===== src/rtl/tcp_rx_header_parser_if.sv =====
// Byte-stream bundle for the TCP RX header parser: valid/sof/eof framing,
// the segment byte and the (always-ready) back-pressure signal.
interface tcp_rx_header_parser_if;
  logic       in_vld;
  logic       in_sof;
  logic       in_eof;
  logic [7:0] in_byte;
  logic       in_rdy;

  modport master (output in_vld, in_sof, in_eof, in_byte, input in_rdy);
  modport slave  (input in_vld, in_sof, in_eof, in_byte, output in_rdy);
endinterface


===== src/rtl/tcp_rx_header_parser.sv =====
// Byte-serial TCP segment header parser.
// Extracts ports, seq/ack, window and flags, skips options per data offset,
// raises seg_vld plus port-match strobes for the control FSM and forwards
// payload bytes with one cycle of latency.
// Optional feature macro: TCP_RX_PORT_FILTER_EN -- when defined, segments
// whose destination port differs from local_port are drained silently
// (no seg_vld, strobes or payload); parsed fields still update.
module tcp_rx_header_parser #(
  parameter int MIN_HDR_BYTES = 20,
  parameter int MAX_HDR_BYTES = 60
) (
  input  logic                  clk,
  input  logic                  rst,
  tcp_rx_header_parser_if.slave rx,
  input  logic [15:0]           local_port,
  input  logic [15:0]           remote_port,
  output logic [15:0]           src_port_out,
  output logic [15:0]           dst_port_out,
  output logic [31:0]           seq_num_out,
  output logic [31:0]           ack_num_out,
  output logic [15:0]           window_out,
  output logic                  FIN_out,
  output logic                  SYN_out,
  output logic                  RST_out,
  output logic                  PSH_out,
  output logic                  ACK_out,
  output logic                  seg_vld,
  output logic                  SYN_port_vld,
  output logic                  ACK_port_vld,
  output logic                  pld_vld,
  output logic                  pld_last,
  output logic [7:0]            pld_byte,
  output logic                  hdr_err
);

  localparam int CNT_W = $clog2(MAX_HDR_BYTES);
  localparam logic [CNT_W-1:0] LAST_MIN_IDX = CNT_W'(MIN_HDR_BYTES - 1);
  localparam logic [3:0]       MIN_OFF      = 4'(MIN_HDR_BYTES / 4);

  typedef enum logic [2:0] {
    RX_IDLE,
    RX_HDR,
    RX_OPT,
    RX_PLD,
    RX_DRAIN
  } rx_state_e;

  rx_state_e        state_q, state_d;
  logic [CNT_W-1:0] cnt_q, cnt_d;

  // Shadow header fields, filled byte by byte while the header streams in.
  logic [15:0] src_q, src_d, dst_q, dst_d, win_q, win_d;
  logic [31:0] seq_q, seq_d, ack_q, ack_d;
  logic [3:0]  off_q, off_d;
  logic [4:0]  flags_q, flags_d;

  // Published fields, loaded only when a header completes.
  logic [15:0] src_out_q, src_out_d, dst_out_q, dst_out_d, win_out_q, win_out_d;
  logic [31:0] seq_out_q, seq_out_d, ack_out_q, ack_out_d;
  logic [4:0]  flags_out_q, flags_out_d;

  logic       seg_vld_q, seg_vld_d, syn_pv_q, syn_pv_d, ack_pv_q, ack_pv_d;
  logic       pld_vld_q, pld_vld_d, pld_last_q, pld_last_d, hdr_err_q, hdr_err_d;
  logic [7:0] pld_byte_q, pld_byte_d;

  logic             sof_new, hdr_active, done, err, pass, match;
  logic [CNT_W-1:0] idx, opt_end;

  assign rx.in_rdy = ~rst;

  // Next-state, field capture and output pulse generation.
  always_comb begin
    state_d     = state_q;
    cnt_d       = cnt_q;
    src_d       = src_q;
    dst_d       = dst_q;
    seq_d       = seq_q;
    ack_d       = ack_q;
    win_d       = win_q;
    off_d       = off_q;
    flags_d     = flags_q;
    src_out_d   = src_out_q;
    dst_out_d   = dst_out_q;
    seq_out_d   = seq_out_q;
    ack_out_d   = ack_out_q;
    win_out_d   = win_out_q;
    flags_out_d = flags_out_q;
    seg_vld_d   = 1'b0;
    syn_pv_d    = 1'b0;
    ack_pv_d    = 1'b0;
    pld_vld_d   = 1'b0;
    pld_last_d  = 1'b0;
    pld_byte_d  = pld_byte_q;
    done        = 1'b0;
    err         = 1'b0;
    pass        = 1'b1;
    match       = (dst_q == local_port);
    sof_new     = rx.in_vld & rx.in_sof;
    // A sof byte always restarts header parsing at byte 0, whatever the state.
    hdr_active  = sof_new | (state_q == RX_HDR);
    idx         = sof_new ? '0 : cnt_q;
    opt_end     = CNT_W'({off_q, 2'b00}) - CNT_W'(1);

    if (rx.in_vld) begin
      if (sof_new && state_q != RX_IDLE) err = 1'b1;
      if (hdr_active) begin
        cnt_d = idx + CNT_W'(1);
        case (idx)
          CNT_W'(0):  src_d[15:8]  = rx.in_byte;
          CNT_W'(1):  src_d[7:0]   = rx.in_byte;
          CNT_W'(2):  dst_d[15:8]  = rx.in_byte;
          CNT_W'(3):  dst_d[7:0]   = rx.in_byte;
          CNT_W'(4):  seq_d[31:24] = rx.in_byte;
          CNT_W'(5):  seq_d[23:16] = rx.in_byte;
          CNT_W'(6):  seq_d[15:8]  = rx.in_byte;
          CNT_W'(7):  seq_d[7:0]   = rx.in_byte;
          CNT_W'(8):  ack_d[31:24] = rx.in_byte;
          CNT_W'(9):  ack_d[23:16] = rx.in_byte;
          CNT_W'(10): ack_d[15:8]  = rx.in_byte;
          CNT_W'(11): ack_d[7:0]   = rx.in_byte;
          CNT_W'(12): off_d        = rx.in_byte[7:4];
          CNT_W'(13): flags_d      = rx.in_byte[4:0];
          CNT_W'(14): win_d[15:8]  = rx.in_byte;
          CNT_W'(15): win_d[7:0]   = rx.in_byte;
          default: ;
        endcase
        if (idx == LAST_MIN_IDX) begin
          if (off_q < MIN_OFF) begin
            err     = 1'b1;
            state_d = rx.in_eof ? RX_IDLE : RX_DRAIN;
          end else if (off_q == MIN_OFF) begin
            done = 1'b1;
          end else if (rx.in_eof) begin
            err     = 1'b1;
            state_d = RX_IDLE;
          end else begin
            state_d = RX_OPT;
          end
        end else if (rx.in_eof) begin
          err     = 1'b1;
          state_d = RX_IDLE;
        end else begin
          state_d = RX_HDR;
        end
      end else begin
        case (state_q)
          RX_OPT: begin
            cnt_d = cnt_q + CNT_W'(1);
            if (cnt_q == opt_end) begin
              done = 1'b1;
            end else if (rx.in_eof) begin
              err     = 1'b1;
              state_d = RX_IDLE;
            end
          end
          RX_PLD: begin
            pld_vld_d  = 1'b1;
            pld_last_d = rx.in_eof;
            pld_byte_d = rx.in_byte;
            if (rx.in_eof) state_d = RX_IDLE;
          end
          RX_DRAIN: if (rx.in_eof) state_d = RX_IDLE;
          default: ;
        endcase
      end
    end

    if (done) begin
      src_out_d   = src_q;
      dst_out_d   = dst_q;
      seq_out_d   = seq_q;
      ack_out_d   = ack_q;
      win_out_d   = win_q;
      flags_out_d = flags_q;
`ifdef TCP_RX_PORT_FILTER_EN
      pass = match;
`else
      pass = 1'b1;
`endif
      seg_vld_d = pass & ~err;
      syn_pv_d  = seg_vld_d & flags_q[1] & ~flags_q[4] & match;
      ack_pv_d  = seg_vld_d & flags_q[4] & ~flags_q[1] & match & (src_q == remote_port);
      state_d   = rx.in_eof ? RX_IDLE : (pass ? RX_PLD : RX_DRAIN);
    end

    hdr_err_d = err;
  end

  // State, counter, field and output registers.
  always_ff @(posedge clk) begin
    if (rst) begin
      state_q     <= RX_IDLE;
      cnt_q       <= '0;
      src_q       <= '0;
      dst_q       <= '0;
      seq_q       <= '0;
      ack_q       <= '0;
      win_q       <= '0;
      off_q       <= '0;
      flags_q     <= '0;
      src_out_q   <= '0;
      dst_out_q   <= '0;
      seq_out_q   <= '0;
      ack_out_q   <= '0;
      win_out_q   <= '0;
      flags_out_q <= '0;
      seg_vld_q   <= 1'b0;
      syn_pv_q    <= 1'b0;
      ack_pv_q    <= 1'b0;
      pld_vld_q   <= 1'b0;
      pld_last_q  <= 1'b0;
      pld_byte_q  <= '0;
      hdr_err_q   <= 1'b0;
    end else begin
      state_q     <= state_d;
      cnt_q       <= cnt_d;
      src_q       <= src_d;
      dst_q       <= dst_d;
      seq_q       <= seq_d;
      ack_q       <= ack_d;
      win_q       <= win_d;
      off_q       <= off_d;
      flags_q     <= flags_d;
      src_out_q   <= src_out_d;
      dst_out_q   <= dst_out_d;
      seq_out_q   <= seq_out_d;
      ack_out_q   <= ack_out_d;
      win_out_q   <= win_out_d;
      flags_out_q <= flags_out_d;
      seg_vld_q   <= seg_vld_d;
      syn_pv_q    <= syn_pv_d;
      ack_pv_q    <= ack_pv_d;
      pld_vld_q   <= pld_vld_d;
      pld_last_q  <= pld_last_d;
      pld_byte_q  <= pld_byte_d;
      hdr_err_q   <= hdr_err_d;
    end
  end

  assign src_port_out = src_out_q;
  assign dst_port_out = dst_out_q;
  assign seq_num_out  = seq_out_q;
  assign ack_num_out  = ack_out_q;
  assign window_out   = win_out_q;
  assign FIN_out      = flags_out_q[0];
  assign SYN_out      = flags_out_q[1];
  assign RST_out      = flags_out_q[2];
  assign PSH_out      = flags_out_q[3];
  assign ACK_out      = flags_out_q[4];
  assign seg_vld      = seg_vld_q;
  assign SYN_port_vld = syn_pv_q;
  assign ACK_port_vld = ack_pv_q;
  assign pld_vld      = pld_vld_q;
  assign pld_last     = pld_last_q;
  assign pld_byte     = pld_byte_q;
  assign hdr_err      = hdr_err_q;

endmodule


===== src/flat_wrapper.sv =====
// flat-port wrapper written by rule: the top's interface ports become plain ports
module tcp_rx_header_parser_flat 
#(
  parameter int MIN_HDR_BYTES = 20,
  parameter int MAX_HDR_BYTES = 60
)
  (clk, rst, local_port, remote_port, src_port_out, dst_port_out, seq_num_out, ack_num_out, window_out, FIN_out, SYN_out, RST_out, PSH_out, ACK_out, seg_vld, SYN_port_vld, ACK_port_vld, pld_vld, pld_last, pld_byte, hdr_err, rx_in_vld, rx_in_sof, rx_in_eof, rx_in_byte, rx_in_rdy);
  tcp_rx_header_parser_if rx_i ();
  input  logic clk;
  input  logic rst;
  input  logic [15:0] local_port;
  input  logic [15:0] remote_port;
  output logic [15:0] src_port_out;
  output logic [15:0] dst_port_out;
  output logic [31:0] seq_num_out;
  output logic [31:0] ack_num_out;
  output logic [15:0] window_out;
  output logic FIN_out;
  output logic SYN_out;
  output logic RST_out;
  output logic PSH_out;
  output logic ACK_out;
  output logic seg_vld;
  output logic SYN_port_vld;
  output logic ACK_port_vld;
  output logic pld_vld;
  output logic pld_last;
  output logic [7:0] pld_byte;
  output logic hdr_err;
  input wire logic [$bits(rx_i.in_vld)-1:0] rx_in_vld;
  input wire logic [$bits(rx_i.in_sof)-1:0] rx_in_sof;
  input wire logic [$bits(rx_i.in_eof)-1:0] rx_in_eof;
  input wire logic [$bits(rx_i.in_byte)-1:0] rx_in_byte;
  output wire logic [$bits(rx_i.in_rdy)-1:0] rx_in_rdy;
  assign rx_i.in_vld = rx_in_vld;
  assign rx_i.in_sof = rx_in_sof;
  assign rx_i.in_eof = rx_in_eof;
  assign rx_i.in_byte = rx_in_byte;
  assign rx_in_rdy = rx_i.in_rdy;
  tcp_rx_header_parser #(.MIN_HDR_BYTES(MIN_HDR_BYTES), .MAX_HDR_BYTES(MAX_HDR_BYTES)) u_core (.clk(clk), .rst(rst), .rx(rx_i), .local_port(local_port), .remote_port(remote_port), .src_port_out(src_port_out), .dst_port_out(dst_port_out), .seq_num_out(seq_num_out), .ack_num_out(ack_num_out), .window_out(window_out), .FIN_out(FIN_out), .SYN_out(SYN_out), .RST_out(RST_out), .PSH_out(PSH_out), .ACK_out(ACK_out), .seg_vld(seg_vld), .SYN_port_vld(SYN_port_vld), .ACK_port_vld(ACK_port_vld), .pld_vld(pld_vld), .pld_last(pld_last), .pld_byte(pld_byte), .hdr_err(hdr_err));
endmodule

===== config.mk =====
export PLATFORM = sky130hd
export DESIGN_NAME = tcp_rx_header_parser_flat
export DESIGN_NICKNAME = d
export VERILOG_FILES = /design/src/rtl/tcp_rx_header_parser_if.sv /design/src/rtl/tcp_rx_header_parser.sv /design/src/flat_wrapper.sv
export SDC_FILE = /design/constraint.sdc
export NUM_CORES = 1
export LEC_CHECK = 0
export ABC_CLOCK_PERIOD_IN_PS = 2800
export CORE_MARGIN = 4
export CORE_UTILIZATION = 60
export CTS_CLUSTER_SIZE = 16
export DETAILED_ROUTE_END_ITERATION = 6
export DONT_BUFFER_PORTS = 1
export PLACE_DENSITY_LB_ADDON = 0.25
export SLEW_MARGIN = 20
export SYNTH_ARGS = -nofsm -noshare
export SYNTH_HDL_FRONTEND = slang
export SYNTH_SLANG_ARGS = --single-unit

===== constraint.sdc =====
create_clock -name clk -period 2.8 [get_ports clk]
set_clock_uncertainty 0.15 [all_clocks]
set_input_delay 0.14 -clock clk [delete_from_list [all_inputs] [get_ports clk]]
set_output_delay 0.14 -clock clk [all_outputs]
set_load 0.02 [all_outputs]

# Word-level counts from Yosys, hierarchy flattened
# Index checks and enable logic that the tools add are counted.
# Widths: inputs -> output; s select.
# word_totals
ff_bits,261
input_bits,45
output_inout_bits,132
elab_cells,140
# classes
addsub,3
n_lt_le_gt_ge,1
eq_ne,26
n_mux,33
bitwise,17
n_reduce_logical,29
# ops
operator,n
$reduce_and 3->1,17
$eq 6x4->1 const B,8
$eq 16x16->1,2
$mux 3,9
$eq 6x3->1 const B,4
$mux 1,18
$mux 6,3
$add 6x1->6 const B,2
$eq 6x2->1 const B,2
$and 1x1->1,8
$not 1->1,8
$eq 3x2->1 const B,2
$eq 6x1->1 const B,1
$eq 6x5->1 const B,1
$eq 6x6->1,1
$logic_not 6->1,1
$pmux 3 s2,1
$sub 6x1->6 const B,1
$ne 5x5->1 const B,1
$eq 4x3->1 const B,1
$lt 4x3->1 const B,1
$mux 2,2
$ne 4x2->1 const B,1
$reduce_and 4->1,1
11 further kinds,13

# Longest topological paths before layout
# logic_depth
word_depth,14
ltp_mapped,13

# Worst setup path after synthesis
# No wires, ideal clock.
# synth_path
path_kind,in2reg
startpoint,input port rx_in_vld
endpoint,register u_core.state_q[1]
setup_ps,112
t_arrival_ps,2270
t_required_ps,2538
slack_ps,267
stages,10
n_path_buf,2
cell_sequence,buf_2 -> nand2_1 -> and2_1 -> ha_1 -> clkbuf_1 -> nand3b_1 -> or2_2 -> o41ai_1 -> o32ai_1 -> a2111oi_1
# synth_via
elab_chain_cells,8
# synth_rtl
item,line,source
start: declaration,flat_wrapper.sv:30,input wire logic [$bits(rx_i.in_vld)-1:0] rx_in_vld;
$and 1x1->1,tcp_rx_header_parser.sv:98,sof_new = rx.in_vld & rx.in_sof;
$mux 6,tcp_rx_header_parser.sv:101,idx = sof_new ? '0 : cnt_q;
$eq 6x5->1,tcp_rx_header_parser.sv:127,if (idx == LAST_MIN_IDX) begin
$mux 1,tcp_rx_header_parser.sv:127,
$mux 1,tcp_rx_header_parser.sv:106,if (hdr_active) begin
$mux 1,tcp_rx_header_parser.sv:104,if (rx.in_vld) begin
"$ne 5x5->1 (no source line), or another cell as far along",--,
$reduce_and 4->1 (no source line),--,
end signal: assignment,tcp_rx_header_parser.sv:215,state_q <= state_d;
end: declaration,tcp_rx_header_parser.sv:48,"rx_state_e state_q, state_d;"
# Parallel ways exist; a longest one is shown, timed or not. The select of a mux whose other input is x is not followed.
# A chain may end at the register's enable or synchronous reset.

# Worst setup path in the final report
# layout_path
startpoint,register u_core.state_q[0]
endpoint,register u_core.off_q[1]
# layout_via
elab_chain_cells,3
# layout_rtl
item,line,source
$eq 3x1->1,tcp_rx_header_parser.sv:100,hdr_active = sof_new | (state_q == RX_HDR);
$or 1x1->1,tcp_rx_header_parser.sv:100,
$reduce_and 3->1 (no source line),--,
end signal: assignment,tcp_rx_header_parser.sv:199,off_q <= '0;
end signal: assignment,tcp_rx_header_parser.sv:222,off_q <= off_d;
end: declaration,tcp_rx_header_parser.sv:54,"logic [3:0] off_q, off_d;"
# Every way passes these cells.

==> metrics <==
status=finished with violations; failing checks=hold timing; DIE WIDTH=139 um; largest stage delay on the critical path=590 ps; GRT Residual Overflow=0; register area share after synthesis=50.4%; critical path depth in cells=7; Highest Signal Layer=met4; WL final=27400 um; synthesized instance count=1124; GPL Wtd Cong=0.858; switching share of total power=20.5%; slowest library cell on the worst path=dlygate4sd3_1; drt pass-1 iters=5; CTS H-tree lvls=1; combinational family with the most area after synthesis=simple AND/OR/NAND/NOR gates; initial antenna violation count=0; adder-cell share of the synthesized area=0.725%; maximum vdd drop=0.461 mV; hold crit path type=input port to flip-flop; xor-xnor portion of the synthesized cell area=3.44%; # rows=47; hold path depth=1; vias per inst=5.61; r2r startpoint=u_core.state_q[0]; FFs w/ async S/R, synth=0%; CTS tree=done; cell area after synthesis=10400 sq um; Yosys cell types=56; share of cells above drive strength 1=11.5%; Setup-failing EPs final=0; max_slew headroom=53.7%; number of routed nets with antenna violations=0; CP required=3050 ps; post-synth top area cell=dfxtp_1; Crit Path Max Fanout=16; highest clock rate=370 MHz; final cycle utilization of the critical path=96.4%; n_diodes=0; most frequent cell after synthesis=dfxtp_1; crit path kind=flip-flop to flip-flop; Worst Tran Pin Value=691 ps; core area=16800 sq um; DP Wirelength=15000 um; GRT Total Usage=26.1%; worst hold slack=-454 ps; met3 routed WL=2030 um; CTS clk-pin slew, worst paths=60 ps; die footprint=19400 sq um; share of the synthesized area in the top cell type=50.4%; Yosys warning total=0; Worst setup EP type=flip-flop; first-pass GRT wire length=42300 um; IO Pins=177; Period minus WS final=2700 ps; Worst Setup Slack post-DPL=227 ps; ranking of synthesized cells by area=dfxtp_1 50%, mux2i_1 13%, nand2_1 7.8%; port buffer count=0; crit-path cells=nor3b_4, a21o_1, buf_6, nand4_1, mux2i_1, nor2_1, dlygate4sd3_1; Critical Path AT=2950 ps; fin util=75.0%; Final Max Tran Viols=0; wire length on met1=11100 um; clk sink count=261; setup TNS=0 ps; Mapped Nets=1175; Logic pwr share=2.7%; CP startpoint kind=flip-flop; critical path's top delay family=buffers and inverters; Top FF cell, synth=dfxtp_1; multiplexer area fraction after synthesis=12.6%; post-route cell area=12600 sq um; met2 wire len=13500 um; Clock Power Share=48.0%; Placement Cell Area=10400 sq um; switching pwr=1560 uW; Max Cap Viol=0; pin count of the biggest net entering global routing=261; buffers plus inverters on the worst setup path=2; DRC violation total after the first TritonRoute iteration=598; Die Ht=139 um; Avg Cell Area, Syn=9.22 sq um; vias in the first global route=7822; total vias in the final route=8053; worst reg2reg path depth=7; Hold Violations, Final=159; Hold Startpoint=rst; Power Dens Cells=607 nW/um^2; Nets=1250; Pleak=0.00556 uW; EDFF count, synth=0; RR Endpoint=u_core.off_q[1]; CTS Root Cell=clkbuf_16; #FFs+latches synth=261; Area Growth Syn to Fin=21.3%; maximum buffer depth of the clock tree=3; CTS buffer count=26; clk_lat worst skew=520 ps; routed len/inst=19.0 um; Compound-Gate Fraction of Synth Area=9.07%; sequential share of power=49.3%; internal power component=6060 uW; DRC viols=0; top cells by count, synth=261 x dfxtp_1, 214 x nand2_1, 139 x nor2_1; simple-gate portion of the synthesized area=19.8%; reg2reg setup slack=100 ps; worst setup margin=99.7 ps; WHS Endpoint=u_core.flags_out_q[1]; Initial Utilization=61.8%
-- power groups by stage --
| stage | logic (uW) | registers [uW] | clock network (uW) |
|---|---|---|---|
| after global routing | 223 | 3750 | 3870 |
| after detailed placement | 147 | 3840 | 0 |
| after floorplan | 201 | 3830 | 0 |
| after global placement | 144 | 3840 | 0 |
| final | 206 | 3750 | 3660 |
| after CTS | 162 | 3750 | 3700 |
-- metrics by stage --
step,power (uW),std cells
5_1_grt,7850,1436
2_1_floorplan,4030,1124
4_1_cts,7610,1410
6_report,7620,1436
3_3_place_gp,3980,1277
3_5_place_dp,3980,1277
-- cell families (layout without fill, tap and decap cells) --
kind of cell,count (synthesis),after routing
AO/OA/AOI/OAI,153,153
XOR/XNOR,39,39
flip-flops,261,261
AND/OR/NAND/NOR,450,450
buffers and inverters,85,177
multiplexers,130,130
adder cells (fa/ha/maj),6,6
-- placed cells by master (no fill, tap or decap), drive strengths merged, types with 2 or more instances in the layout --
cell type / instances
dfxtp: 261
nand2: 244
nor2: 139
mux2i: 130
a21oi: 127
dlygate4sd3: 113
clkbuf: 37
xor2: 24
nand4: 19
xnor2: 14
buf: 12
inv: 7
o21ai: 7
nor4: 7
ha: 6
and2: 6
nor3: 6
and3: 5
nand3: 5
nand3b: 4
a21o: 3
clkinv: 3
bufinv: 3
nor3b: 3
or2: 2
or4: 2
o41ai: 2
o21a: 2
a31oi: 2
clkinvlp: 2
a32oi: 2
-- worst reg2reg max path, delay by kind of cell, from the launching register on --
kind                   cells  cell delay [ps]
and+or+nand+nor            3              730
buffers and inverters      2              850
muxes                      1              260
DFF                        1              440
AOI/OAI and AO/OA          1              170
-- registers in the layout, summed over array words and instances (netlist names), 3 cells and up --
name                 count
u_core.seq_num_out      32
u_core.src_port_out     16
u_core.flags_out_q       5
u_core.state_q           3
u_core.dst_port_out     16
u_core.cnt_q             6
u_core.seq_q            32
u_core.flags_q           5
u_core.pld_byte          8
u_core.window_out       16
u_core.dst_q            16
u_core.src_q            16
u_core.ack_q            32
u_core.ack_num_out      32
u_core.win_q            16
u_core.off_q             4
-- final cells by class --
type                       count  area (sq um)
inverter                       7          26.3
clock buffer                  37           793
multi-input combinational    778          4860
fill                        1161          4200
clock inverter                 8           120
sequential                   261          5230
tap                          220           275
timing repair buffer         125          1260
-- layer usage --
metal / vias up / GRT usage [%]
li1: 3890 / -
met1: 3861 / 33.3
met2: 247 / 43.1
met3: 55 / 7.00
met4: 0 / 8.50
met5: - / 0
-- how the worst max path moves through the flow --
| stage | start | to |
|---|---|---|
| 2_1_floorplan | rx_in_vld | u_core.state_q[1] |
| 3_3_place_gp | u_core.off_q[0] | u_core.ack_num_out[30] |
| 3_5_place_dp | u_core.off_q[0] | u_core.ack_num_out[30] |
| 4_1_cts | u_core.state_q[0] | u_core.seq_q[14] |
| 5_1_grt | u_core.state_q[0] | u_core.dst_q[4] |
| 6_report | u_core.state_q[0] | u_core.off_q[1] |
-- what timing repair did --
item	4_1_cts	5_1_grt
endpoints found under the setup margin	0	70
gates resized for setup	0	15
hold buffers	88	25
setup buffers	0	1
hold endpoints to repair	261	175
Note: power is estimated with default switching activity, not from simulation.
